==> src/rtl/video_pkg.sv <==
// Shared video definitions for the capture and display stages.
package video_pkg;

   localparam int unsigned H_ACTIVE = 640;
   localparam int unsigned V_ACTIVE = 480;
   localparam int unsigned FB_DEPTH = H_ACTIVE * V_ACTIVE;
   localparam int unsigned ADDR_W   = 19;

   typedef enum logic [1:0] {
      IDLE,
      WAIT_FRAME,
      CAPTURE,
      DONE
   } cap_state_e;

   typedef struct packed {
      logic [3:0] r;
      logic [3:0] g;
      logic [3:0] b;
   } pixel_t;

   // Luma approximation Y = R/4 + G/2 + G/8 + B/8, wrapped to 4 bits
   function automatic logic [3:0] gray_y(input pixel_t p);
      return (p.r >> 2) + (p.g >> 1) + (p.g >> 3) + (p.b >> 3);
   endfunction

endpackage

==> src/rtl/cam_sync_edge.sv <==
// N-stage synchronizer for one camera control bit with rise/fall detection.
module cam_sync_edge #(
   parameter int unsigned N = 2
) (
   input  logic clk,
   input  logic rst_n,
   input  logic d,
   output logic level,
   output logic rise_c,
   output logic fall_c
);

   logic [N-1:0] sync_q, sync_d;
   logic         prev_q, prev_d;

   // Shift the raw input through the chain; remember last synced value
   always_comb begin
      sync_d = {sync_q[N-2:0], d};
      prev_d = sync_q[N-1];
   end

   // Synchronizer and history registers
   always_ff @(posedge clk or negedge rst_n) begin
      if (!rst_n) begin
         sync_q <= '0;
         prev_q <= 1'b0;
      end else begin
         sync_q <= sync_d;
         prev_q <= prev_d;
      end
   end

   assign level  = sync_q[N-1];
   assign rise_c = sync_q[N-1] & ~prev_q;
   assign fall_c = ~sync_q[N-1] & prev_q;

endmodule

==> src/rtl/camera_capture.sv <==
// OV7670-style RGB444 capture into the linear frame buffer (addr = row*H + col).
// Optional GRAYSCALE_EN: write {Y,Y,Y} luma instead of raw RGB444.
module camera_capture #(
   parameter int unsigned H_ACTIVE    = 640,
   parameter int unsigned V_ACTIVE    = 480,
   parameter int unsigned ADDR_W      = 19,
   parameter int unsigned SYNC_STAGES = 2
) (
   input  logic              video_clk,
   input  logic              reset_n,
   input  logic              cam_pclk,
   input  logic              cam_href,
   input  logic              cam_vsync,
   input  logic [7:0]        cam_data,
   input  logic              continuous,
   input  logic              arm,
   output logic [ADDR_W-1:0] mem_addr,
   output logic [11:0]       mem_data,
   output logic              mem_we,
   output logic              busy,
   output logic              frame_done,
   output logic              frame_err
);
   import video_pkg::*;

   localparam int unsigned COL_W = $clog2(H_ACTIVE + 1);
   localparam int unsigned ROW_W = $clog2(V_ACTIVE + 1);

   logic pclk_rise, href_lvl, href_fall, vsync_rise, vsync_fall;
   logic unused_pclk_lvl, unused_pclk_fall, unused_href_rise, unused_vsync_lvl;

   logic [SYNC_STAGES-1:0][7:0] dsync_q, dsync_d;
   logic [7:0]                  byte_c;

   cap_state_e        state_q, state_d;
   logic [COL_W-1:0]  col_q, col_d;
   logic [ROW_W-1:0]  row_q, row_d;
   logic [ADDR_W-1:0] base_q, base_d, addr_q, addr_d;
   logic              phase_q, phase_d;
   logic [3:0]        red_q, red_d;
   logic [11:0]       data_q, data_d;
   logic              we_q, we_d, busy_q, busy_d, done_q, done_d, err_q, err_d;
   pixel_t            pix_c;
   logic [11:0]       wr_data_c;

   cam_sync_edge #(.N(SYNC_STAGES)) u_pclk (
      .clk(video_clk), .rst_n(reset_n), .d(cam_pclk),
      .level(unused_pclk_lvl), .rise_c(pclk_rise), .fall_c(unused_pclk_fall));
   cam_sync_edge #(.N(SYNC_STAGES)) u_href (
      .clk(video_clk), .rst_n(reset_n), .d(cam_href),
      .level(href_lvl), .rise_c(unused_href_rise), .fall_c(href_fall));
   cam_sync_edge #(.N(SYNC_STAGES)) u_vsync (
      .clk(video_clk), .rst_n(reset_n), .d(cam_vsync),
      .level(unused_vsync_lvl), .rise_c(vsync_rise), .fall_c(vsync_fall));

   // Data byte shares the control-bit synchronizer depth to stay aligned
   always_comb begin
      dsync_d = {dsync_q[SYNC_STAGES-2:0], cam_data};
      byte_c  = dsync_q[SYNC_STAGES-1];
   end

   // Pixel assembled from the latched red nibble and the second byte
   always_comb begin
      pix_c = {red_q, byte_c};
`ifdef GRAYSCALE_EN
      wr_data_c = {3{gray_y(pix_c)}};
`else
      wr_data_c = pix_c;
`endif
   end

   // Next-state, byte pairing, counters and output strobes
   always_comb begin
      state_d = state_q;
      col_d   = col_q;
      row_d   = row_q;
      base_d  = base_q;
      phase_d = phase_q;
      red_d   = red_q;
      addr_d  = addr_q;
      data_d  = data_q;
      we_d    = 1'b0;
      done_d  = 1'b0;
      err_d   = err_q;
      case (state_q)
         IDLE: begin
            if (arm) err_d = 1'b0;
            if (continuous || arm) state_d = WAIT_FRAME;
         end
         WAIT_FRAME: begin
            col_d   = '0;
            row_d   = '0;
            base_d  = '0;
            phase_d = 1'b0;
            if (vsync_fall) state_d = CAPTURE;
         end
         CAPTURE: begin
            if (vsync_rise) begin
               state_d = DONE;
            end else begin
               // href_fall in the same cycle still counts the edge as in-line
               if (pclk_rise && (href_lvl || href_fall)) begin
                  if (!phase_q) begin
                     red_d   = byte_c[3:0];
                     phase_d = 1'b1;
                  end else begin
                     phase_d = 1'b0;
                     if (col_q < COL_W'(H_ACTIVE)) begin
                        col_d = col_q + COL_W'(1);
                        if (row_q < ROW_W'(V_ACTIVE)) begin
                           we_d   = 1'b1;
                           data_d = wr_data_c;
                           addr_d = base_q + ADDR_W'(col_q);
                        end
                     end
                  end
               end
               // Line end applied after any same-cycle pixel update
               if (href_fall) begin
                  if ((col_d != '0) && (row_q < ROW_W'(V_ACTIVE))) begin
                     row_d  = row_q + ROW_W'(1);
                     base_d = base_q + ADDR_W'(H_ACTIVE);
                  end
                  col_d   = '0;
                  phase_d = 1'b0;
               end
            end
         end
         DONE: begin
            done_d = 1'b1;
            if (row_q != ROW_W'(V_ACTIVE)) err_d = 1'b1;
            state_d = continuous ? WAIT_FRAME : IDLE;
         end
         default: state_d = IDLE;
      endcase
      busy_d = (state_d != IDLE);
   end

   // State, counters and registered outputs
   always_ff @(posedge video_clk or negedge reset_n) begin
      if (!reset_n) begin
         state_q <= IDLE;
         dsync_q <= '0;
         col_q   <= '0;
         row_q   <= '0;
         base_q  <= '0;
         phase_q <= 1'b0;
         red_q   <= '0;
         addr_q  <= '0;
         data_q  <= '0;
         we_q    <= 1'b0;
         busy_q  <= 1'b0;
         done_q  <= 1'b0;
         err_q   <= 1'b0;
      end else begin
         state_q <= state_d;
         dsync_q <= dsync_d;
         col_q   <= col_d;
         row_q   <= row_d;
         base_q  <= base_d;
         phase_q <= phase_d;
         red_q   <= red_d;
         addr_q  <= addr_d;
         data_q  <= data_d;
         we_q    <= we_d;
         busy_q  <= busy_d;
         done_q  <= done_d;
         err_q   <= err_d;
      end
   end

   assign mem_addr   = addr_q;
   assign mem_data   = data_q;
   assign mem_we     = we_q;
   assign busy       = busy_q;
   assign frame_done = done_q;
   assign frame_err  = err_q;

endmodule

==> config.mk <==
export PLATFORM = sky130hd
export DESIGN_NAME = camera_capture
export DESIGN_NICKNAME = d
export VERILOG_FILES = /design/src/rtl/video_pkg.sv /design/src/rtl/cam_sync_edge.sv /design/src/rtl/camera_capture.sv
export SDC_FILE = /design/constraint.sdc
export NUM_CORES = 1
export LEC_CHECK = 0
export CAP_MARGIN = 30
export CORE_MARGIN = 5
export CORE_UTILIZATION = 45
export CTS_BUF_LIST = sky130_fd_sc_hd__clkbuf_2
export DETAILED_ROUTE_END_ITERATION = 10
export PLACE_DENSITY = 0.66
export SLEW_MARGIN = 20
export SYNTH_ARGS = -nofsm -noshare
export SYNTH_HDL_FRONTEND = slang
export SYNTH_SLANG_ARGS = --single-unit
==> constraint.sdc <==
create_clock -name video_clk -period 5.83 [get_ports video_clk]
set_clock_uncertainty 0.15 [all_clocks]
set_input_delay 1.166 -clock video_clk [delete_from_list [all_inputs] [get_ports video_clk]]
set_output_delay 1.166 -clock video_clk [all_outputs]
set_load 0.005 [all_outputs]
==> impl_metrics.ini <==
[timing]
fmax_ghz = 0.328
max-slew-margin-rel = 0.477
fin_crit_ps = 3050
final-hold-violation-count = 0
tightest_slew_ps = 784
grt_setup_unrepaired = no
final-setup-viol-count = 0
slew_viol_final = 0
finalSetupTns_ps = 0
min_period_over_period = 0.522

[clock_tree]
post-cts-setup-buffers = 0
cts_tree = yes
clock_latency_ps = 570
cts_buffers = 9
clk_path_buf_depth = 2
cts_resized = 0
htreeDepth = 3
cts_hold_buf = 0
cts.sinks = 98
cts_root_buffer = clkbuf_2
path_clk_slew_ps = 290

[worst_setup_path]
end_kind = flop
worst_ep_arrival_time_ps = 3380
cp_max_fo = 37
crit_required_ps = 6170
cp-start-kind = flop
crit_type = flop to flop

[min_path]
holdCritPathClass = flop to flop

[finish]
diodes = 0
stdcell_area_um2 = 5100
multiInputGateArea_um2 = 1790
nets = 469
seqCellArea_um2 = 2450
drive_gt1_frac = 0.125
postLayoutCoreUtil = 0.531
nFillCells = 850
syn_to_final_growth_pct = 16.9
fin_cells = 581

[grt]
grt_use_total = 0.162
grt_max_degree = 61
grt_overflow = 0
grt_first_pass_wirelength_um = 14900
grt_pass1_vias = 3043
antenna_found_initial = 0

[power]
leakage_nw = 2.23
vdd_drop_max_v = 0.000143
p_per_area_nw_per_um2 = 295

[route]
firstDrtPassIters = 4
via_count = 3054
drt_wl_total_um = 8890
first_iter_violations = 113
via_per_inst = 5.26
drtAntennaViolNets = 0
drcViolationCount = 0
wl_per_cell_um = 15.3

[floorplanning]
rows = 36
start_util = 0.455
io_pins = 50
die_w_um = 108
die_h_um = 108
die-area_um2 = 11800
core_area_um2 = 9590

[logic_synthesis]
syn_inst = 396
synth_cell_types = 54
ys_ff_latch = 98
async_flop_share = 1.00
yosysSeqAreaShare = 0.562
synth_fp_nets = 422
synth-edff-count = 0
yosysMostFrequentCell = dfrtp_1
ys.flop_type = dfrtp_1
synthesis.area_per_instance_um2 = 11.0
syn_area_um2 = 4360
yosys-top-cells-count = dfrtp_1, nand2_1, a21oi_1, mux2_2, o21ai_0
yosysWarnings = 0
synth_area_leaders = dfrtp_1, mux2_2, a21oi_1
synth.top_cell.area_share = 0.562
yosys.area.top_type = dfrtp_1

[placed_design]
gp_congestion = 0.811
placed_area_um2 = 4950
dp_hpwl_um = 6030
portBuffers = 49
placedCellCount = 564

[flow_run]
max_cap_viol_count = 0

[status]
status = finished clean
-- cell usage in the layout (no fill, tap or decap), drive strengths merged, types with 2 or more instances in the layout --
cell type       n
inv            16
or4             5
a21oi          35
nor4            5
ha             11
o21ai          32
nand3          16
mux2i           3
or2             3
nor3            4
mux2           26
o31a            3
clkdlybuf4s50  48
and4            2
and2            6
nor2           21
a21o            2
dfrtp          98
and3            6
o31ai           8
buf             4
xnor2           6
nand2          37
nor2b           5
xor2            6
clkbuf          9
nand4           3
or3            10
nand2b          2
-- cell type report --
cell class | count | share of cell area
well taps | 133 | 0.0326
multi-input cells | 271 | 0.351
repair buffers | 52 | 0.100
inverters | 11 | 0.00810
clock inverters | 7 | 0.0179
clock buffers | 9 | 0.00883
flip-flops and latches | 98 | 0.481
-- metal layers --
metal  up-vias  part of all wire  GRT usage  wire length [um]
li1       1499                 -          -                 -
met1      1497              0.46      0.213              4130
met4         0             0.010     0.0613                92
met5         -                 0          0                 0
met2        50              0.48      0.263              4300
met3         8             0.041     0.0352               368
-- final timing paths --
kind / startpoint / to / slack [ps] / cells past startpoint
min in group asynchronous: reset_n / col_q[3] / 460 / 1
max in group asynchronous: reset_n / u_href.sync_q[0] / 4050 / 2
hold reg to reg: u_href.sync_q[0] / u_href.sync_q[1] / 220 / 0
setup reg to reg: state_q[0] / row_q[2] / 2780 / 9
hold / removal: u_href.sync_q[0] / u_href.sync_q[1] / 220 / 0
setup / recovery: state_q[0] / row_q[2] / 2780 / 9
-- worst max-delay path, cell delays in order (launching register included) --
cell     delay (ps)
dfrtp_1         470
inv_1           110
ha_1            510
inv_1           290
or3_1           470
and2_1          240
nand2_1         100
a21o_4          290
or2_1           230
o21ai_0         110
-- registers in the layout, summed over array words and instances, names as in the netlist, 2 cells and up --
register / flops
mem_addr: 19
base_q: 12
mem_data: 12
col_q: 10
row_q: 9
byte_c: 8
dsync_d: 8
red_q: 4
state_q: 2
u_href.sync_q: 2
u_pclk.sync_q: 2
u_vsync.sync_q: 2
-- stage by stage --
step | hold WS, ps | total power [W] | setup WS, ps
6_report | 224 | 0.00150 | 2780
5_1_grt | 252 | 0.00159 | 2590
4_1_cts | 242 | 0.00152 | 2660
3_5_place_dp | 185 | 0.00114 | 2670
3_3_place_gp | 183 | 0.00113 | 2790
2_1_floorplan | 181 | 0.00103 | 3380
-- power breakdown --
group | leakage, nW | total (W) | internal [W] | switching [W]
Combinational | 0.849 | 0.000356 | 0.000134 | 0.000223
Clock | 0.0804 | 0.000373 | 0.000114 | 0.000259
Sequential | 1.30 | 0.000773 | 0.000734 | 0.0000387
Total | 2.23 | 0.00150 | 0.000982 | 0.000520
-- cell families (layout without fill, tap and decap cells) --
family          Yosys count  count (layout)  share of synthesized area
flops                    98              98                      0.562
fa+ha+maj                11              11                     0.0316
xor+xnor                 12              12                     0.0241
compound gates           92              92                      0.126
simple gates            127             127                      0.154
mux                      29              29                     0.0740
buf+inv                  27              79                     0.0281
Note: power is estimated with default switching activity, not from simulation.
